[src/rtl/line_fetch_sched.sv]
// Fetches one display line from the shared framebuffer RAM into a shadow register and publishes it on swap.
// Latency: 21 cycles from the fetch_req sample to shadow ready; 1 cycle for a writer access; outputs registered.
// Backpressure: writer holds wr_req until wr_ack, display fetches take priority; fetch_req while busy is dropped (overrun).
module line_fetch_sched #(
    parameter int WORD_W         = 32,
    parameter int WORDS_PER_LINE = 20,
    parameter int LINES          = 480,
    parameter int ADDR_W         = 14
) (
    input  logic                               dclk,
    input  logic                               clr,
    input  logic                               fetch_req,
    input  logic [8:0]                         fetch_row,
    input  logic                               swap,
    output logic                               ram_en,
    output logic                               ram_we,
    output logic [ADDR_W-1:0]                  ram_addr,
    output logic [WORD_W-1:0]                  ram_wdata,
    input  logic [WORD_W-1:0]                  ram_rdata,
    input  logic                               wr_req,
    input  logic [ADDR_W-1:0]                  wr_addr,
    input  logic [WORD_W-1:0]                  wr_data,
    output logic                               wr_ack,
    output logic [WORD_W*WORDS_PER_LINE-1:0]   line,
    output logic                               fetch_busy,
    output logic                               underrun,
    output logic                               overrun
);

    localparam int LINE_W = WORD_W * WORDS_PER_LINE;
    localparam int CNT_W  = $clog2(WORDS_PER_LINE);
    localparam logic [CNT_W-1:0] LAST_WORD = CNT_W'(WORDS_PER_LINE - 1);

    typedef enum logic [1:0] {IDLE, FETCH, DRAIN, WRITE} state_t;

    state_t              state, state_nxt;
    logic [LINE_W-1:0]   shadow;
    logic [CNT_W-1:0]    cnt, cnt_nxt;
    logic                ready, ready_nxt;
    logic                pend, pend_nxt;
    logic [8:0]          pend_row, pend_row_nxt;
    logic                rd_vld;
    logic [CNT_W-1:0]    rd_idx;

    logic                en_nxt, we_nxt, ack_nxt;
    logic [ADDR_W-1:0]   addr_nxt;
    logic [WORD_W-1:0]   wdata_nxt;
    logic                under_nxt, over_nxt;
    logic                publish, blank_clr;
    logic [8:0]          start_row;
    logic                start_blank;
    logic [ADDR_W-1:0]   start_base;

    // A fresh fetch_req takes precedence over a request parked during a writer access.
    always_comb begin
        start_row   = fetch_req ? fetch_row : pend_row;
        start_blank = (int'(start_row) >= LINES);
        // Constant multiply reduces to shift-and-add (row*16 + row*4 for 20 words).
        start_base  = ADDR_W'(start_row) * ADDR_W'(WORDS_PER_LINE);
    end

    // State register.
    always_ff @(posedge dclk or posedge clr) begin
        if (clr) state <= IDLE;
        else     state <= state_nxt;
    end

    // Next-state and next-output decode; every registered output is computed here one cycle ahead.
    always_comb begin
        state_nxt    = state;
        en_nxt       = 1'b0;
        we_nxt       = 1'b0;
        ack_nxt      = 1'b0;
        addr_nxt     = ram_addr;
        wdata_nxt    = ram_wdata;
        cnt_nxt      = cnt;
        ready_nxt    = ready;
        pend_nxt     = pend;
        pend_row_nxt = pend_row;
        under_nxt    = underrun;
        over_nxt     = overrun;
        publish      = 1'b0;
        blank_clr    = 1'b0;

        // Swap publishes only a completed shadow; anything else is a missed line.
        if (swap) begin
            if (ready) begin
                publish   = 1'b1;
                ready_nxt = 1'b0;
            end else begin
                under_nxt = 1'b1;
            end
        end

        case (state)
            IDLE: begin
                if (fetch_req || pend) begin
                    pend_nxt = 1'b0;
                    if (start_blank) begin
                        // Rows below the visible area are blank: no RAM traffic.
                        blank_clr = 1'b1;
                        ready_nxt = 1'b1;
                    end else begin
                        state_nxt = FETCH;
                        en_nxt    = 1'b1;
                        addr_nxt  = start_base;
                        cnt_nxt   = '0;
                        ready_nxt = 1'b0;
                    end
                end else if (wr_req) begin
                    state_nxt = WRITE;
                    en_nxt    = 1'b1;
                    we_nxt    = 1'b1;
                    ack_nxt   = 1'b1;
                    addr_nxt  = wr_addr;
                    wdata_nxt = wr_data;
                end
            end
            FETCH: begin
                if (fetch_req) over_nxt = 1'b1;
                if (cnt == LAST_WORD) begin
                    state_nxt = DRAIN;
                end else begin
                    en_nxt   = 1'b1;
                    addr_nxt = ram_addr + ADDR_W'(1);
                    cnt_nxt  = cnt + CNT_W'(1);
                end
            end
            DRAIN: begin
                // Last read word lands this cycle; shadow is complete at the edge.
                if (fetch_req) over_nxt = 1'b1;
                state_nxt = IDLE;
                ready_nxt = 1'b1;
            end
            WRITE: begin
                if (fetch_req) begin
                    pend_nxt     = 1'b1;
                    pend_row_nxt = fetch_row;
                end
                state_nxt = IDLE;
            end
            default: state_nxt = IDLE;
        endcase
    end

    // Registered outputs, control state and the read-capture pipeline.
    always_ff @(posedge dclk or posedge clr) begin
        if (clr) begin
            ram_en     <= 1'b0;
            ram_we     <= 1'b0;
            ram_addr   <= '0;
            ram_wdata  <= '0;
            wr_ack     <= 1'b0;
            fetch_busy <= 1'b0;
            underrun   <= 1'b0;
            overrun    <= 1'b0;
            cnt        <= '0;
            ready      <= 1'b0;
            pend       <= 1'b0;
            pend_row   <= '0;
            rd_vld     <= 1'b0;
            rd_idx     <= '0;
        end else begin
            ram_en     <= en_nxt;
            ram_we     <= we_nxt;
            ram_addr   <= addr_nxt;
            ram_wdata  <= wdata_nxt;
            wr_ack     <= ack_nxt;
            fetch_busy <= (state_nxt == FETCH) || (state_nxt == DRAIN);
            underrun   <= under_nxt;
            overrun    <= over_nxt;
            cnt        <= cnt_nxt;
            ready      <= ready_nxt;
            pend       <= pend_nxt;
            pend_row   <= pend_row_nxt;
            // A read issued this cycle returns data next cycle, tagged with its word slot.
            rd_vld     <= ram_en & ~ram_we;
            rd_idx     <= cnt;
        end
    end

    // Shadow fill from returning read data, and publish to the visible line.
    always_ff @(posedge dclk or posedge clr) begin
        if (clr) begin
            shadow <= '0;
            line   <= '0;
        end else begin
            if (blank_clr)   shadow <= '0;
            else if (rd_vld) shadow[int'(rd_idx)*WORD_W +: WORD_W] <= ram_rdata;
            if (publish)     line <= shadow;
        end
    end

endmodule
[config.mk]
export PLATFORM = sky130hd
export DESIGN_NAME = line_fetch_sched
export DESIGN_NICKNAME = d
export VERILOG_FILES = /design/src/rtl/line_fetch_sched.sv
export SDC_FILE = /design/constraint.sdc
export NUM_CORES = 2
export LEC_CHECK = 0
export BUFFER_PORTS_ARGS = -buffer_cell sky130_fd_sc_hd__buf_2
export CORE_AREA = 2 2 386 388
export CTS_BUF_LIST = sky130_fd_sc_hd__clkbuf_4 sky130_fd_sc_hd__clkbuf_8
export DETAILED_ROUTE_END_ITERATION = 10
export DIE_AREA = 0 0 388 390
export SKIP_CTS_REPAIR_TIMING = 1
export SYNTH_ARGS = -nofsm -noshare
export SYNTH_HDL_FRONTEND = slang
export SYNTH_SLANG_ARGS = --single-unit
export TNS_END_PERCENT = 50
[constraint.sdc]
create_clock -name dclk -period 65.1 [get_ports dclk]
set_clock_uncertainty 0.05 [all_clocks]
set_input_delay 13.02 -clock dclk [delete_from_list [all_inputs] [get_ports dclk]]
set_output_delay 13.02 -clock dclk [all_outputs]
set_load 0.1 [all_outputs]
==> results.py <==
metrics = {
    "route": {
        "via_per_inst": 5.364,
        "wl_met1_mm": 71.90,
        "met2WireLength_mm": 83.65,
        "drc": 0,
        "routed.top_layer": "met5",
        "wl_met3_mm": 12.73,
        "drt_iter0_drc": 2246,
        "wl_mm": 172.3,
        "first_pass_iters": 5,
        "wl_per_cell_um": 27.39,
        "antenna_left": 0,
        "num_vias": 33740,
    },
    "synthesis": {
        "synthDistinctLibCells": 64,
        "yosysMostFrequentCell": "dfrtp_1",
        "synth_top_area_share_pct": 66.21,
        "syn_avg_cell_area_um2": 15.01,
        "async_flop_share_pct": 100.0,
        "ys.warnings.count": 0,
        "syn_area_um2": 51210,
        "syn-num-nets": 3528,
        "synthTopCellsByCount": "dfrtp_1, mux2_2, a22o_1, a32o_1, clkbuf_1",
        "syn_inst": 3413,
        "synthTopCellsByArea": "dfrtp_1, mux2_2, a22o_1",
        "synth.largest_area_cell": "dfrtp_1",
        "synth_edf_count": 0,
        "seq_area_frac_synth_pct": 66.21,
        "synthFlopType": "dfrtp_1",
        "ys_ff_latch": 1355,
    },
    "die": {
        "rows": 141,
        "core-area_um2": 147100,
        "die_h_um": 390,
        "die_area_um2": 151300,
        "die-width_um": 388,
        "io_pins": 784,
        "start_util_pct": 34.81,
    },
    "setup_path": {
        "crit_path_end_kind": "asynchronous set/reset pin",
        "crit_chain": "buf_2 > inv_8 > buf_4 > buf_4 > buf_4 > buf_4 > buf_4 > buf_4",
        "worstReg2RegEnd": "line[482]",
        "r2r_setup_slack_ps": 59150,
        "path_class": "input pin to asynchronous set/reset pin",
        "ff2ff_path_depth": 7,
        "cp_max_fo": 120,
        "crit_path_start_kind": "input pin",
        "critPathMostFrequentCell": "buf_4",
        "worstReg2RegStart": "ready",
        "worstPathRequired_ps": 65940,
        "cp.arrival_ps": 18960,
        "slowest_stage": "buf_4",
        "slowest_delay_ps": 930,
    },
    "cells_and_area": {
        "layout-drive-gt1-share_pct": 45.93,
        "syn_to_final_growth_pct": 20.93,
        "nets": 4293,
        "post-route-util_pct": 42.09,
    },
    "sta": {
        "setup_violations": 0,
        "hold_viol": 0,
        "period_minus_slack_ps": 18130,
        "rsz0062_at_grt": "no",
        "relSlewSlack_pct": 21.96,
        "tns_ps": 0,
        "worstMarginPinSlew_ps": 1168,
        "final_max_slew_viol_count": 0,
        "max_clock_freq_mhz": 55.17,
        "timing.final.crit_share_pct": 27.84,
    },
    "grt": {
        "antenna_found_initial": 14,
        "grt.total_usage_pct": 22.41,
        "grt_max_degree": 168,
        "grt_pass1_wl_mm": 248.3,
        "grt_overflow": 0,
        "grt_pass1_vias": 34310,
    },
    "clocking": {
        "cts_root_buffer": "clkbuf_8",
        "cts_max_level": 4,
        "cts_tree": "done",
        "clock_latency_ps": 960,
        "cts_sinks": 1355,
        "clkSlewWorstSetupHoldPaths_ps": 60,
        "clk_path_buf_depth": 3,
        "cts_buffers": 222,
    },
    "worst_hold_path": {
        "holdPathEnd": "line[569]",
        "hp-class": "flop to flop",
        "worstHoldStart": "shadow[569]",
        "whs_path_depth": 1,
    },
    "placed_design": {
        "place.gp.congestion": 0.7620,
        "dpl.hpwl_mm": 106.6,
        "port_buffers": 783,
    },
    "flow_run": {
        "cap_violations": 0,
    },
    "status": {
        "status": "finished, final reports clean",
    },
}
cells by family (layout without fill, tap and decap cells):
kind of cell / Yosys count / in the layout / share of synthesized area (%)
AO/OA/AOI/OAI: 735 / 735 / 12.59
buffers and inverters: 328 / 1269 / 2.785
other: 0 / 6 / 0
AND/OR/NAND/NOR: 274 / 274 / 2.538
adder cells (fa/ha/maj): 23 / 23 / 0.5766
flip-flops: 1355 / 1355 / 66.21
XOR/XNOR: 9 / 9 / 0.1686
multiplexers: 689 / 689 / 15.13
area by class of cell:
cell class | instances | area [um2]
multi-input cells | 1730 | 16270
well taps | 1930 | 2415
fillers | 13610 | 85200
repair buffers | 854 | 4477
clock inverters | 40 | 330.3
inverters | 15 | 63.81
flip-flops and latches | 1355 | 33910
clock buffers | 360 | 4454
diodes | 6 | 15.01
flip-flops by register name (all words and copies together) (netlist names), 2 cells and up:
register / count
shadow: 640
pend_row: 9
ram_wdata: 32
line: 640
state: 2
rd_idx: 5
cnt: 5
ram_addr: 14
worst max-delay path, delay by kind of cell:
| family | cells | cell delay (ps) |
|---|---|---|
| buffers and inverters | 8 | 5620 |
layer usage:
| metal | vias up | global-route usage [%] |
|---|---|---|
| met1 | 18090 | 29.19 |
| li1 | 14250 | - |
| met3 | 226 | 5.924 |
| met2 | 1180 | 36.77 |
| met5 | - | 0 |
| met4 | 4 | 6.445 |
placed cells by master, fill, tap and decap left out, types with 5 or more instances in the layout:
master	Yosys	layout
nor2_1	48	36
buf_2	93	783
nand3_1	51	50
nand2b_1	6	5
nand2_1	103	102
o2bb2ai_2	10	10
clkinvlp_4	0	8
diode_2	0	6
nor3_1	8	8
xnor2_1	7	7
mux2i_1	7	7
a21oi_4	1	9
a31oi_4	0	9
mux2_2	682	682
dfrtp_1	1355	1355
o21ai_0	14	14
a21oi_1	62	54
inv_1	14	13
clkinv_2	0	21
nor4_1	9	9
nor2_4	0	19
buf_4	15	69
nor2b_1	11	11
clkbuf_4	0	80
clkbuf_8	0	280
and3_1	9	8
o2bb2ai_1	54	54
a32o_1	222	222
o221ai_1	5	5
ha_1	22	22
a22o_1	320	320
worst max-delay path by stage:
stage             endpoint  start  slack, ps  cells past startpoint
2_1_floorplan       cnt[0]    clr      13830                      1
3_3_place_gp   shadow[111]    clr      45850                      8
6_report       shadow[472]    clr      46970                      8
4_1_cts        shadow[110]    clr      46820                      8
5_1_grt        shadow[497]    clr      46040                      8
3_5_place_dp     line[106]    clr      45760                      8
per-stage QoR:
stage	setup WS [ps]	instances	instance area (um2)	hold WS [ps]
2_1_floorplan	13830	3413	51210	335.1
6_report	46970	6290	61930	401.1
4_1_cts	46820	6284	61920	391.3
5_1_grt	46040	6286	61920	421.7
3_5_place_dp	45760	5884	57130	378.6
3_3_place_gp	45850	5884	57130	367.8
Power is left out: the tool's default activity adds up to more than one toggle a clock period on the data nets, which glitch-free logic cannot reach.
